`src/rtl/ysyx_22040759_axi_pkg.sv`:
```
// Shared AXI read-path constants, FSM encoding and size helpers.
package ysyx_22040759_axi_pkg;

   localparam logic [1:0] BURST_INCR = 2'b01;
   localparam logic [1:0] RESP_OKAY  = 2'b00;

   localparam logic [1:0] SIZE_B = 2'd0;
   localparam logic [1:0] SIZE_H = 2'd1;
   localparam logic [1:0] SIZE_W = 2'd2;
   localparam logic [1:0] SIZE_D = 2'd3;

   // One-hot read-master FSM encoding
   localparam logic [3:0] ST_IDLE = 4'b0001;
   localparam logic [3:0] ST_ADDR = 4'b0010;
   localparam logic [3:0] ST_DATA = 4'b0100;
   localparam logic [3:0] ST_HOLD = 4'b1000;

   // Mask keeping the low (1 << size) bytes of a 64-bit word
   function automatic logic [63:0] f_size_mask(input logic [1:0] size);
      logic [63:0] mask;
      case (size)
         SIZE_B:  mask = 64'h0000_0000_0000_00FF;
         SIZE_H:  mask = 64'h0000_0000_0000_FFFF;
         SIZE_W:  mask = 64'h0000_0000_FFFF_FFFF;
         default: mask = 64'hFFFF_FFFF_FFFF_FFFF;
      endcase
      return mask;
   endfunction

   // True when the byte offset is not a multiple of the access size
   function automatic logic f_misaligned(input logic [2:0] addr_lo, input logic [1:0] size);
      logic bad;
      case (size)
         SIZE_B:  bad = 1'b0;
         SIZE_H:  bad = addr_lo[0];
         SIZE_W:  bad = |addr_lo[1:0];
         default: bad = |addr_lo;
      endcase
      return bad;
   endfunction

endpackage

```
`src/rtl/ysyx_22040759_rdata_align.sv`:
```
// Shifts the 64-bit read beat down to the addressed byte lane and
// zero-extends it to the access size.
module ysyx_22040759_rdata_align
   import ysyx_22040759_axi_pkg::*;
(
   input  logic [63:0] i_rdata,
   input  logic [2:0]  i_addr_lo,
   input  logic [1:0]  i_size,
   output logic [63:0] o_data
);

   logic [63:0] w_shifted;

   assign w_shifted = i_rdata >> {i_addr_lo, 3'b000};
   assign o_data    = w_shifted & f_size_mask(i_size);

endmodule

```
`src/rtl/ysyx_22040759_axi_rd_master.sv`:
```
// Single-outstanding AXI4 read master: turns one arbiter request into a
// single-beat AR/R transaction, returns aligned data with a one-cycle
// pulse, then holds off for HOLD_CYCLES so the arbiter can switch users.
module ysyx_22040759_axi_rd_master
   import ysyx_22040759_axi_pkg::*;
#(
   parameter logic [3:0]  AXI_ID      = 4'd0,
   parameter int unsigned HOLD_CYCLES = 3
)(
   input  logic        clk,
   input  logic        rst,
   input  logic        rd_addr_valid_i,
   input  logic [63:0] rd_addr_i,
   input  logic [1:0]  rd_size_i,
   output logic        rd_data_valid_o,
   output logic [63:0] rd_data_o,
   output logic        rd_err_o,
   output logic        axi_arvalid_o,
   input  logic        axi_arready_i,
   output logic [63:0] axi_araddr_o,
   output logic [3:0]  axi_arid_o,
   output logic [7:0]  axi_arlen_o,
   output logic [2:0]  axi_arsize_o,
   output logic [1:0]  axi_arburst_o,
   input  logic        axi_rvalid_i,
   output logic        axi_rready_o,
   input  logic [63:0] axi_rdata_i,
   input  logic [1:0]  axi_rresp_i,
   input  logic        axi_rlast_i,
   input  logic [3:0]  axi_rid_i
);

   localparam logic [2:0] LP_HOLD = HOLD_CYCLES[2:0];

   logic [3:0]  r_state;
   logic [63:0] r_addr;
   logic [1:0]  r_size;
   logic [2:0]  r_hold_cnt;
   logic        r_arvalid;
   logic        r_rready;
   logic        r_data_valid;
   logic        r_err;
   logic [63:0] r_data;

   logic [63:0] w_aligned;
   logic        w_misaligned;
   logic        w_resp_err;

   ysyx_22040759_rdata_align u_align (
      .i_rdata   (axi_rdata_i),
      .i_addr_lo (r_addr[2:0]),
      .i_size    (r_size),
      .o_data    (w_aligned)
   );

   assign w_misaligned = f_misaligned(rd_addr_i[2:0], rd_size_i);
   assign w_resp_err   = (axi_rresp_i != RESP_OKAY) || (axi_rid_i != AXI_ID) || !axi_rlast_i;

   // Request/AR/R sequencing, result capture and post-completion hold-off
   always_ff @(posedge clk) begin
      if (rst) begin
         r_state      <= ST_IDLE;
         r_addr       <= '0;
         r_size       <= '0;
         r_hold_cnt   <= '0;
         r_arvalid    <= 1'b0;
         r_rready     <= 1'b0;
         r_data_valid <= 1'b0;
         r_err        <= 1'b0;
         r_data       <= '0;
      end else begin
         r_data_valid <= 1'b0;
         r_err        <= 1'b0;
         case (r_state)
            ST_IDLE: begin
               if (rd_addr_valid_i) begin
                  if (w_misaligned) begin
                     r_data_valid <= 1'b1;
                     r_err        <= 1'b1;
                     r_data       <= '0;
                     r_hold_cnt   <= LP_HOLD;
                     r_state      <= ST_HOLD;
                  end else begin
                     r_addr    <= rd_addr_i;
                     r_size    <= rd_size_i;
                     r_arvalid <= 1'b1;
                     r_state   <= ST_ADDR;
                  end
               end
            end
            ST_ADDR: begin
               if (axi_arready_i) begin
                  r_arvalid <= 1'b0;
                  r_rready  <= 1'b1;
                  r_state   <= ST_DATA;
               end
            end
            ST_DATA: begin
               if (axi_rvalid_i) begin
                  r_rready     <= 1'b0;
                  r_data       <= w_aligned;
                  r_err        <= w_resp_err;
                  r_data_valid <= 1'b1;
                  r_hold_cnt   <= LP_HOLD;
                  r_state      <= ST_HOLD;
               end
            end
            ST_HOLD: begin
               // Leaving on the 1->0 step keeps exactly HOLD_CYCLES cycles in HOLD
               if (r_hold_cnt <= 3'd1) begin
                  r_hold_cnt <= '0;
                  r_state    <= ST_IDLE;
               end else begin
                  r_hold_cnt <= r_hold_cnt - 3'd1;
               end
            end
            default: begin
               r_arvalid <= 1'b0;
               r_rready  <= 1'b0;
               r_state   <= ST_IDLE;
            end
         endcase
      end
   end

   assign rd_data_valid_o = r_data_valid;
   assign rd_data_o       = r_data;
   assign rd_err_o        = r_err;
   assign axi_arvalid_o   = r_arvalid;
   assign axi_araddr_o    = r_addr;
   assign axi_arid_o      = AXI_ID;
   assign axi_arlen_o     = 8'd0;
   assign axi_arsize_o    = {1'b0, r_size};
   assign axi_arburst_o   = BURST_INCR;
   assign axi_rready_o    = r_rready;

endmodule

```
`config.mk`:
```
export PLATFORM = sky130hd
export DESIGN_NAME = ysyx_22040759_axi_rd_master
export DESIGN_NICKNAME = d
export VERILOG_FILES = /design/src/rtl/ysyx_22040759_axi_pkg.sv /design/src/rtl/ysyx_22040759_rdata_align.sv /design/src/rtl/ysyx_22040759_axi_rd_master.sv
export SDC_FILE = /design/constraint.sdc
export NUM_CORES = 1
export LEC_CHECK = 0
export CAP_MARGIN = 20
export CELL_PAD_IN_SITES_DETAIL_PLACEMENT = 0
export CELL_PAD_IN_SITES_GLOBAL_PLACEMENT = 1
export CORE_AREA = 2 2 145 147
export CTS_BUF_LIST = sky130_fd_sc_hd__clkbuf_4 sky130_fd_sc_hd__clkbuf_8
export CTS_CLUSTER_DIAMETER = 200
export DETAILED_ROUTE_END_ITERATION = 8
export DIE_AREA = 0 0 147 149
export GPL_ROUTABILITY_DRIVEN = 0
export PLACE_DENSITY_LB_ADDON = 0.1
export RECOVER_POWER = 100
export SYNTH_ARGS = -nofsm -noshare
export SYNTH_HDL_FRONTEND = slang
export SYNTH_SLANG_ARGS = --single-unit
```
`constraint.sdc`:
```
create_clock -name clk -period 3 [get_ports clk]
set_input_delay 0.45 -clock clk [delete_from_list [all_inputs] [get_ports clk]]
set_output_delay 0.45 -clock clk [all_outputs]
set_load 0.03 [all_outputs]
```
; ---- Word-level counts from Yosys, hierarchy flattened
; Index checks and enable logic that the tools add are counted.
[op_classes]
add_sub_neg = 1
n_lt_le_gt_ge = 1
n_eq_ne = 14
n_shift = 1
mux = 30
bitwise_logic = 4
reduce_logical = 19
[op_table]
columns = cell, count
row1 = 2-to-1 mux 64 bit, 3
row2 = one-hot mux 64 bit (3 select lines), 1
row3 = one-hot mux 64 bit (2 select lines), 1
row4 = AND 64 bit, 1
row5 = >> shifter 64 x 6 -> 64 bit, 1
row6 = 2-to-1 mux 4 bit, 5
row7 = one-hot mux 4 bit (4 select lines), 1
row8 = AND reduction 4 bit, 4
row9 = 2-to-1 mux 3 bit, 4
row10 = "inequality test 2 bit, second input constant", 6
row11 = 2-to-1 mux 1 bit, 9
row12 = one-hot mux 1 bit (3 select lines), 3
row13 = one-hot mux 3 bit (3 select lines), 1
row14 = AND reduction 3 bit, 2
row15 = OR reduction 2 bit, 3
row16 = "== test 2 x 1 -> 1 bit, second input constant", 2
row17 = "== test 2 bit, second input constant", 2
row18 = "== test 4 x 1 -> 1 bit, second input constant", 1
row19 = "== test 4 x 2 -> 1 bit, second input constant", 1
row20 = "== test 4 x 3 -> 1 bit, second input constant", 1
row21 = "== test 4 bit, second input constant", 1
row22 = zero test 2 bit, 2
row23 = one-hot mux 1 bit (2 select lines), 2
row24 = nonzero test 2 bit, 2
row25 = 8 further kinds, 11
[totals]
ff_bits = 141
input_bits = 142
out_inout_bits = 149

; ---- Longest topological paths before layout
[logic_depth]
depth_word = 5
ltp_mapped = 7

; ---- Cells and area by module
; Synthesis repeated with hierarchy kept, for this count alone.
[hier_totals]
hier_cells = 768
area_unflattened_um2 = 6904.1
[modules_own_cells]
columns = mod, instances, cells_each, area_per_inst_um2, seq_area_each_um2
row1 = ysyx_22040759_axi_rd_master, 1, 540, 5103.6, 2822.7
row2 = ysyx_22040759_rdata_align, 1, 228, 1800.5, 0.0

; ---- Least setup slack after synthesis
; No wires, ideal clock.
[synth_path]
kind = register to register
startpoint = register r_addr[1], in the netlist axi_araddr_o[1]
endpoint = register r_data[8], in the netlist rd_data_o[8]
setup_ps = 122
arrival_ps = 1865
setup_slack_ps = 1013
stages_incl_launch_ff = 7
path_buffers = 3
period_less_slack_ps = 1987
cell_sequence = dfxtp_1 > buf_2 > buf_2 > buf_1 > mux4_2 > mux2i_1 > o2bb2ai_1
[synth_between]
elab_chain_cells = 4
[synth_rtl]
columns = item, line
row1 = "start, declared", ysyx_22040759_axi_rd_master.sv:36  ; logic [63:0] r_addr;
row2 = "start signal, assigned", ysyx_22040759_axi_rd_master.sv:84  ; r_addr <= rd_addr_i;
row3 = >> shifter 64 x 6 -> 64 bit, ysyx_22040759_rdata_align.sv:14  ; assign w_shifted = i_rdata >> {i_addr_lo, 3'b000};
row4 = AND 64 bit, ysyx_22040759_rdata_align.sv:15  ; assign o_data = w_shifted & f_size_mask(i_size);
row5 = 2-to-1 mux 64 bit, ysyx_22040759_axi_rd_master.sv:99  ; if (axi_rvalid_i) begin
row6 = one-hot mux 64 bit (2 select lines), ysyx_22040759_axi_rd_master.sv:74  ; case (r_state)
row7 = "end signal, assigned", ysyx_22040759_axi_rd_master.sv:101  ; r_data <= w_aligned;
row8 = "end, declared", ysyx_22040759_axi_rd_master.sv:43  ; logic [63:0] r_data;
; Every way passes these cells. The select of a mux whose other input is x is not followed.
; A chain may end at the register's enable or synchronous reset.

; ---- Worst setup path in the final report
[layout_path]
startpoint = register r_state[0]
endpoint = register r_data[28], in the netlist rd_data_o[28]
[layout_between]
elab_chain_cells = 3
elab_cells_between_ends = 8
[layout_rtl]
columns = item, line
row1 = "start, declared", ysyx_22040759_axi_rd_master.sv:35  ; logic [3:0] r_state;
row2 = "start signal, assigned", ysyx_22040759_axi_rd_master.sv:62  ; r_state <= ST_IDLE;
row3 = "start signal, assigned", ysyx_22040759_axi_rd_master.sv:82  ; r_state <= ST_HOLD;
row4 = "start signal, assigned", ysyx_22040759_axi_rd_master.sv:87  ; r_state <= ST_ADDR;
row5 = == test 4 x 1 -> 1 bit or == test 4 x 3 -> 1 bit (tied branches), ysyx_22040759_axi_rd_master.sv:74
row6 = inequality test 2 bit (no source line) or nonzero test 2 bit (tied branches), -
row7 = AND reduction 4 bit (no source line), -
; Several ways; a longest one is shown, not always the timed one.

==> run summary <==
Ys Warns: 0
Congestion Overflow GR: 0
NetSw: 1.83 mW
Number of I/O pins: 291
Tot Pwr: 5.25 mW
RR Startpoint: r_state[0]$_SDFFE_PP1P_
DRT Pass-1 Iters: 4
Average cell area after synthesis: 9.16 um^2
Initial antenna violation count: 0
Fmax: 390 MHz
Post-CTS setup buffers: 0
WP buf/inv: 1
Worst hold slack: 0.371 ns
Crit path max-delay cell type: clkbuf_2
Largest cells by area after synthesis: dfxtp_1 40%, mux2i_1 15%, nand2_1 9.8%, a21oi_1 5.0%, mux4_2 4.8%
Final non-filler cell total: 1,306
Worst stage delay on the critical path: 0.64 ns
CTS root buffer: clkbuf_8
CORE AREA: 20,600 um^2
Longest Clk Path Bufs: 2
RSZ-0062 raised after global routing: false
Cts hold-fix bufs: 0
Comb power frac: 29.5%
Post-synth top area cell: dfxtp_1
Pint: 3.42 mW
Max_cap viols: 0
Antenna viol nets, final: 0
CP Max Fanout: 32
Area growth syn-to-layout: 47.8%
Worst-path cell chain: nor4b_4, o211ai_1, a31oi_2, clkbuf_2, a22o_1
Sequential power share: 40.0%
Post-route DRC: 0
Critical Path RT: 3.40 ns
Mapped Cells: 769
Largest net degree at the start of global routing: 53
H-tree levels: 4
Initial Util: 34.3%
Post-CTS sizing: 0
Worst Setup SP: r_state[0]$_SDFFE_PP1P_
Cell leakage power: 4.07 nW
PD cells: 504 nW/um^2
Synth Cell Area: 7050 um^2
Worst slack, placed: 0.474 ns
Final Hold Violating Endpoints: 0
CTS buffer count: 17
Vias per inst: 4.99
Switch share: 34.8%
Number of enable flip-flop cells after synthesis: 0
Commonest cells after routing, fill and taps aside: 184 x nand2_1, 141 x clkdlybuf4s50_1, 138 x dfxtp_1
Worst-path clk slew: 0.09 ns
Share of the synthesized area in the top cell type: 40.1%
Diodes inserted: 0
Routed wire per std cell: 17.6 um
Final Cell Area: 10,400 um^2
Fin crit share: 85.5%
Crit start category: register
DRT Wirelength: 23,000 um
All-Layer GR Usage: 20.9%
Die Span Y: 149 um
Worst Tran Pin Value: 0.791 ns
Top Family by Delay on Critical Path: compound AO/OA/AOI/OAI gates
Critical path type: reg2reg
Predominant post-synthesis flop cell: dfxtp_1
Worst-Skew Late Latency: 0.45 ns
Placed insts: 1,274
Min-delay src: rst
Post-placement cell area: 10,000 um^2
TritonCTS Sinks: 141
Min cycle time layout: 2.56 ns
First-pass GRT wire length: 35,900 um
DRT iter0 DRCs: 248
Slew HR: 47.3%
CP Capture Type: register
Final-stage net count: 1,162
FP Rows: 53
Most common cell after layout, fill and taps aside: nand2_1
Via count: 6,512
Status: completed
Post-Route Skew: 0.0211 ns
Fin worst setup slack: 0.435 ns
Fillers: 2,039
Ys async rst share: 0%
Port Buf Inserts: 275
DIE AREA: 21,900 um^2
Clock network power share: 30.5%
Post-DP HPWL: 16,900 um
Hold Path Class: in2reg
CTS tree: yes
Flops & latches, synth: 141
Setup TNS: 0 ns
Vias in the first global route: 6,531
VDD IR max: 0.000279 V
Register-to-Register Setup Slack: 0.44 ns
Share of post-route cells with drive strength above 1: 9.41%
Seq/Total Area, Yosys: 40.1%
Finished Core Util: 50.7%
Netlist cell types: 55
Slew Limit Fails: 0
Die X: 147 um
Worst Path Arrival: 2.96 ns
Final setup vio count: 0
synthesized netlist by cell type, types with 2 or more instances:
library cell,n
a22o_1,16
o211ai_1,2
a2bb2oi_1,8
mux4_2,15
buf_4,15
nor4b_2,2
o2bb2ai_1,24
a221oi_1,2
nor4b_1,2
nand2_1,184
nor2b_1,11
nor3b_1,3
buf_2,22
o21ai_0,7
inv_1,6
clkbuf_1,30
conb_1,2
nor3_1,12
dfxtp_1,141
a31oi_1,3
buf_6,3
a21oi_1,71
o21bai_1,2
nand2b_1,2
mux2_1,2
mux2_2,14
nor2_1,5
buf_1,8
nand3_1,2
or3b_2,2
mux2i_1,107
o22ai_1,16
nand3b_1,4
o21a_1,2
ha_1,2
cell type report:
class	count	area, um^2	share of cell area (%)
timing repair buffer	295	2930	28.2
clock buffer	19	262	2.51
tap	275	344	3.30
inverter	7	26.3	0.252
multi-input combinational	556	3880	37.2
sequential	141	2830	27.2
clock inverter	13	145	1.39
per-layer routing:
| layer | up-vias | part of all wire [%] | GRT usage (%) |
|---|---|---|---|
| met2 | 209 | 48 | 35.3 |
| li1 | 3208 | - | - |
| met5 | - | 0 | 0 |
| met1 | 3070 | 43 | 26.1 |
| met3 | 25 | 6.8 | 5.75 |
| met4 | 0 | 1.8 | 6.63 |
worst register-to-register path: stages (launching register included):
cell and delay [ns]:
dfxtp_1 0.55, nor4b_4 0.50, o211ai_1 0.36, a31oi_2 0.21
clkbuf_2 0.64, a22o_1 0.27
registers in the layout, summed over array words and instances (netlist names):
register,flops
axi_araddr_o,64
r_size,2
r_hold_cnt,3
rd_data_o,64
axi_rready_o,1
axi_arvalid_o,1
rd_err_o,1
r_state,4
rd_data_valid_o,1
cell families after synthesis:
logic type                 synth area share (%)
adders and majority gates                 0.355
and+or+nand+nor                            15.5
AOI/OAI and AO/OA                          15.3
buffers and inverters                      6.04
xor gates and xnor gates                  0.124
DFF                                        40.1
other                                     0.107
muxes                                      22.5
power groups by stage:
| stage | logic, mW | clock network, mW | registers (mW) |
|---|---|---|---|
| detailed placement | 1.59 | 0 | 2.14 |
| global route | 1.68 | 1.73 | 2.12 |
| global placement | 1.60 | 0 | 2.14 |
| finish | 1.55 | 1.60 | 2.10 |
| CTS | 1.60 | 1.65 | 2.10 |
| floorplan | 0.870 | 0 | 2.25 |
worst paths after layout:
check | to | depth (start not counted)
setup reg to reg | rd_data_o[28]$_SDFFE_PP0P_ | 5
hold / removal | axi_araddr_o[20]$_SDFFE_PP0P_ | 2
setup / recovery | rd_data_o[28]$_SDFFE_PP0P_ | 5
hold reg to reg | axi_araddr_o[38]$_SDFFE_PP0P_ | 2
Power figures use the tool's default switching activity.
